<file path="config.mk">
export PLATFORM = sky130hd
export DESIGN_NAME = mem_port_arbiter
export DESIGN_NICKNAME = d
export VERILOG_FILES = /design/src/rtl/mem_port_arbiter.sv
export SDC_FILE = /design/constraint.sdc
export NUM_CORES = 1
export LEC_CHECK = 0
export ABC_CLOCK_PERIOD_IN_PS = 1600
export CAP_MARGIN = 10
export CORE_AREA = 4 4 106 108
export CTS_CLUSTER_DIAMETER = 40
export DETAILED_ROUTE_END_ITERATION = 7
export DIE_AREA = 0 0 110 112
export PLACE_DENSITY_LB_ADDON = 0.15
export SYNTH_ARGS = -nofsm -noshare
export SYNTH_HDL_FRONTEND = slang
export SYNTH_SLANG_ARGS = --single-unit
</file>
<file path="constraint.sdc">
create_clock -name clk -period 1.6 [get_ports clk]
set_input_delay 0.24 -clock clk [delete_from_list [all_inputs] [get_ports clk]]
set_output_delay 0.24 -clock clk [all_outputs]
set_load 0.005 [all_outputs]
</file>
<file path="src/rtl/mem_port_arbiter.sv">
// Shares one memory port between instruction fetch (IF) and load/store (LS).
// One transaction in flight at a time; LS has priority, IF is protected from starvation.
module mem_port_arbiter #(
   parameter int XLEN       = 32,
   parameter int LATENCY    = 1,
   parameter int STARVE_MAX = 4
) (
   input  logic            clk,
   input  logic            rst,
   input  logic            if_req,
   input  logic [XLEN-1:0] if_addr,
   input  logic            if_flush,
   output logic            if_gnt,
   output logic            if_rvalid,
   output logic [XLEN-1:0] if_rdata,
   input  logic            ls_req,
   input  logic            ls_we,
   input  logic [XLEN-1:0] ls_addr,
   input  logic [XLEN-1:0] ls_wdata,
   input  logic [3:0]      ls_be,
   output logic            ls_gnt,
   output logic            ls_rvalid,
   output logic [XLEN-1:0] ls_rdata,
   output logic            mem_req,
   output logic            mem_we,
   output logic [XLEN-1:0] mem_addr,
   output logic [XLEN-1:0] mem_wdata,
   output logic [3:0]      mem_be,
   input  logic [XLEN-1:0] mem_rdata
);

   localparam int CW = $clog2(LATENCY + 1);
   localparam int SW = $clog2(STARVE_MAX + 1);
   localparam logic [CW-1:0] CNT_LAST   = CW'(LATENCY);
   localparam logic [SW-1:0] STARVE_LIM = SW'(STARVE_MAX);

   typedef enum logic {IDLE, WAIT} state_t;

   state_t        state_q, state_d;
   logic [CW-1:0] cnt_q, cnt_d;
   logic [SW-1:0] starve_q, starve_d;
   logic          owner_if_q, owner_if_d;
   logic          drop_q, drop_d;
   logic          if_elig;
   logic          if_wins;
   logic          ls_wins;
   logic          if_deliver;

   always_ff @(posedge clk) begin
      if (rst) begin
         state_q    <= IDLE;
         cnt_q      <= '0;
         starve_q   <= '0;
         owner_if_q <= 1'b0;
         drop_q     <= 1'b0;
      end else begin
         state_q    <= state_d;
         cnt_q      <= cnt_d;
         starve_q   <= starve_d;
         owner_if_q <= owner_if_d;
         drop_q     <= drop_d;
      end
   end

   always_comb begin
      state_d    = state_q;
      cnt_d      = cnt_q;
      starve_d   = starve_q;
      owner_if_d = owner_if_q;
      drop_d     = drop_q;
      if_elig    = if_req & ~if_flush;
      if_wins    = 1'b0;
      ls_wins    = 1'b0;
      if_deliver = 1'b0;
      if_gnt     = 1'b0;
      if_rvalid  = 1'b0;
      if_rdata   = '0;
      ls_gnt     = 1'b0;
      ls_rvalid  = 1'b0;
      ls_rdata   = '0;
      mem_req    = 1'b0;
      mem_we     = 1'b0;
      mem_addr   = '0;
      mem_wdata  = '0;
      mem_be     = 4'h0;

      // Outputs are forced quiet while reset is held, even if requests are pending.
      if (!rst) begin
         case (state_q)
            IDLE: begin
               if (if_elig && (!ls_req || starve_q == STARVE_LIM)) begin
                  if_wins = 1'b1;
               end else if (ls_req) begin
                  ls_wins = 1'b1;
               end

               if (if_wins) begin
                  mem_req    = 1'b1;
                  mem_addr   = if_addr;
                  mem_be     = 4'hF;
                  starve_d   = '0;
                  owner_if_d = 1'b1;
               end else if (ls_wins) begin
                  mem_req    = 1'b1;
                  mem_we     = ls_we;
                  mem_addr   = ls_addr;
                  mem_wdata  = ls_wdata;
                  mem_be     = ls_be;
                  owner_if_d = 1'b0;
                  if (!if_req) begin
                     starve_d = '0;
                  end else if (starve_q != STARVE_LIM) begin
                     starve_d = starve_q + SW'(1);
                  end
               end else if (!if_req) begin
                  starve_d = '0;
               end

               if_gnt = if_wins;
               ls_gnt = ls_wins;
               if (if_wins || ls_wins) begin
                  state_d = WAIT;
                  cnt_d   = CW'(1);
                  drop_d  = 1'b0;
               end
            end

            WAIT: begin
               if (owner_if_q && if_flush) begin
                  drop_d = 1'b1;
               end
               // A flush arriving in the completion cycle still kills the fetch data.
               if (cnt_q == CNT_LAST) begin
                  if (owner_if_q) begin
                     if_deliver = ~drop_q & ~if_flush;
                     if_rvalid  = if_deliver;
                     if_rdata   = if_deliver ? mem_rdata : '0;
                  end else begin
                     ls_rvalid = 1'b1;
                     ls_rdata  = mem_rdata;
                  end
                  state_d = IDLE;
                  cnt_d   = '0;
                  drop_d  = 1'b0;
               end else begin
                  cnt_d = cnt_q + CW'(1);
               end
            end

            default: begin
               state_d = IDLE;
            end
         endcase
      end
   end

endmodule

</file>
==> impl_metrics.ini <==
[status]
status = complete, but fails checks
violations = negative setup slack

[setup_path]
cpPeakStageDelay_ps = 320
worstSetupStartpoint = starve_q[1]
worstPathMaxFanout = 6
crit_buf_inv = 4
path_cells = inv_2, ha_4, a21bo_4, buf_6, and2_4, buf_12, o21ai_2, buf_2
critPathTopFamily = buffers and inverters
crit_arrival_ps = 1710
critical_path_class = flop to primary output
crit_slowest_cell = dfxtp_2
end_kind = primary output
cp.required_ps = 1360
r2r-start = starve_q[1]
startpoint_type = flop

[sta]
finalHoldViolCount = 0
max_slew_margin_pct = 79.4
max_freq_mhz = 514
setup_viol = 136
skew_ps = 0.695
drv_slew = 0
fin_crit_ps = 1950
hold_ws_ps = 532
fin_ws_ps = -345
period_share_pct = 122
rsz0062_at_grt = yes
worst_pin_slew_ps = 306

[pwr]
p_per_area_nw_per_um2 = 276
ir_drop_mv = 0.215
combPwrFrac_pct = 74.6
netSwitchingPower_mw = 0.555
pwr-share-seq_pct = 10.9
p_int_mw = 1.22
switching_share_pct = 31.2
p_leak_nw = 2.89
clkPwrFrac_pct = 14.5

[clock_network]
cts_root_buffer = clkbuf_8
clockBufferDepth = 2
clock_insertion_delay_worst_skew_ps = 230
cts_tree = yes
htree_num_levels = 1
holdBufCountCts = 0
cts_made_buffers = 3
cts_sinks = 7
clkTransAtPathRegs_ps = 40

[worst_hold_path]
min-delay-start = rst
hold_class = primary input to flop

[yosys]
synth_top_area_cell = and2_1
synth-edff-count = 0
syn_area_um2 = 1760
yosys_warnings = 0
yosysMostFrequentCell = and2_1
synth_area_leaders = and2_1 35%, nand4_1 11%, nand3_1 10%, o21ai_0 9.1%, dfxtp_1 8.0%
avgSynthCellArea_um2 = 6.15
syn_inst = 286
synth_ff_type = dfxtp_1
post-synth-top-area-fraction_pct = 34.9
synth-seq-cells = 7
synth_fp_nets = 426
ys_types = 26
netlist_top_cells_count = 98 x and2_1, 35 x nand3_1, 32 x nand4_1, 32 x o21ai_0, 24 x clkbuf_1
synth_seq_area_share_pct = 7.97
synthArstFlopShare_pct = 0

[route]
drt_pass1_iterations = 4
wire_per_inst_um = 18.0
ant_nets = 0
drt_iter0_drc = 208
vias = 3557
drt-vias-per-instance = 4.59
drc = 0
wirelength_um = 13900

[floorplan]
num_rows = 37
start_util_pct = 17.2
die_area_um2 = 12300
die_height_um = 112
core-area_um2 = 10200
ios = 276
die_x_um = 110

[final_layout]
nets = 779
multiInputGateArea_um2 = 1960
regArea_um2 = 151
stdcell_area_um2 = 6440
fillers = 891
drive_above_1_share_pct = 62.5
area_growth_pct = 266
post-route-util_pct = 63.0

[placement]
place_congestion = 0.839
hpwl_um = 8930
io_buffers = 275
placed_cell_area_um2 = 4970

[job]
maxCapViolations = 0

[global_route]
antenna_found_initial = 1
grt_max_degree = 24
gr-total-overflow = 0
grt_pass1_vias = 3827
track_usage_pct = 19.7
grt_pass1_wl_um = 19500
worst register-to-register path, delay by kind of cell, from the launching register on:
kind,cells,cell delay (ps)
AOI/OAI and AO/OA,3,510
buffers and inverters,4,420
adders and majority gates,1,180
DFF,1,320
area by class of cell:
| type | instances | area share (%) |
|---|---|---|
| Sequential cell | 7 | 2.35 |
| Clock buffer | 4 | 0.699 |
| Inverter | 6 | 0.349 |
| Multi-Input combinational cell | 242 | 30.5 |
| Tap cell | 136 | 2.64 |
| Timing Repair Buffer | 379 | 63.5 |
| Antenna cell | 1 | 0.0388 |
power groups by stage:
stage | Clock, mW | Combinational (mW) | Sequential [mW]
after floorplan | 0 | 0.308 | 0.191
after global placement | 0 | 0.928 | 0.192
after detailed placement | 0 | 0.934 | 0.192
after CTS | 0.263 | 1.19 | 0.191
after global routing | 0.275 | 1.41 | 0.194
final | 0.257 | 1.33 | 0.193
worst paths after layout:
| check | cells after the start | slack [ps] | end |
|---|---|---|---|
| setup / recovery | 8 | -350 | mem_addr[22] |
| hold / removal | 3 | 530 | owner_if_q |
| setup reg to reg | 8 | 50 | starve_q[0] |
| hold reg to reg | 2 | 530 | cnt_q |
flip-flops by register name, indices dropped and copies added, names as in the netlist:
signal      count
cnt_q           1
drop_q          1
owner_if_q      1
starve_q        3
state_q         1
routing by layer:
metal  wire (µm)  GRT usage, %  vias to the layer above  part of all wire [%]
li1            -             -                     1714                     -
met1        4760          20.8                     1635                    34
met2        7310          37.3                      196                    52
met3        1680          6.03                       12                    12
met4         197          4.49                        0                   1.4
met5           0             0                        -                     0
repair_timing:
action                                  4_1_cts  5_1_grt
pin swaps                                    36       66
endpoints found under the setup margin      138      141
resized for setup                           597      224
buffers inserted                             51       13
cloned                                       15        6
cells by family after synthesis:
kind of cell | count (synthesis) | synth area share [%]
and+or+nand+nor | 190 | 63.7
AOI/OAI and AO/OA | 48 | 16.1
buffers and inverters | 39 | 10.7
DFF | 7 | 7.97
adders and majority gates | 2 | 1.42
cells in the final DEF, fill, tap and decap left out, types with 2 or more instances in the layout:
cell type and instances:
nand2_8 2, and2_4 91, buf_6 125, nand3_1 28
buf_8 4, buf_12 16, dfxtp_1 2, nand2b_1 5
inv_2 2, nor2_4 2, o21ai_2 30, o21ai_1 2
inv_1 4, dfxtp_4 2, nand4_1 32, clkbuf_8 3
and2_1 9, a21oi_2 5, nand2_1 7, a31oi_1 3
buf_2 46, dlygate4sd2_1 4, clkdlybuf4s50_1 133, nand3_2 7
clkbuf_16 7, buf_4 34, dfxtp_2 3, buf_16 10
per-stage QoR:
stage	std cells	power [mW]	setup WS, ps	setup TNS (ps)
6_report	775	1.78	-345	-30120
5_1_grt	775	1.88	-410	-38760
4_1_cts	762	1.64	-410	-37930
3_5_place_dp	693	1.13	-849	-95850
3_3_place_gp	693	1.12	-831	-95180
2_1_floorplan	286	0.498	-17.0	-451
No activity file was read; power rests on OpenSTA's default activity.
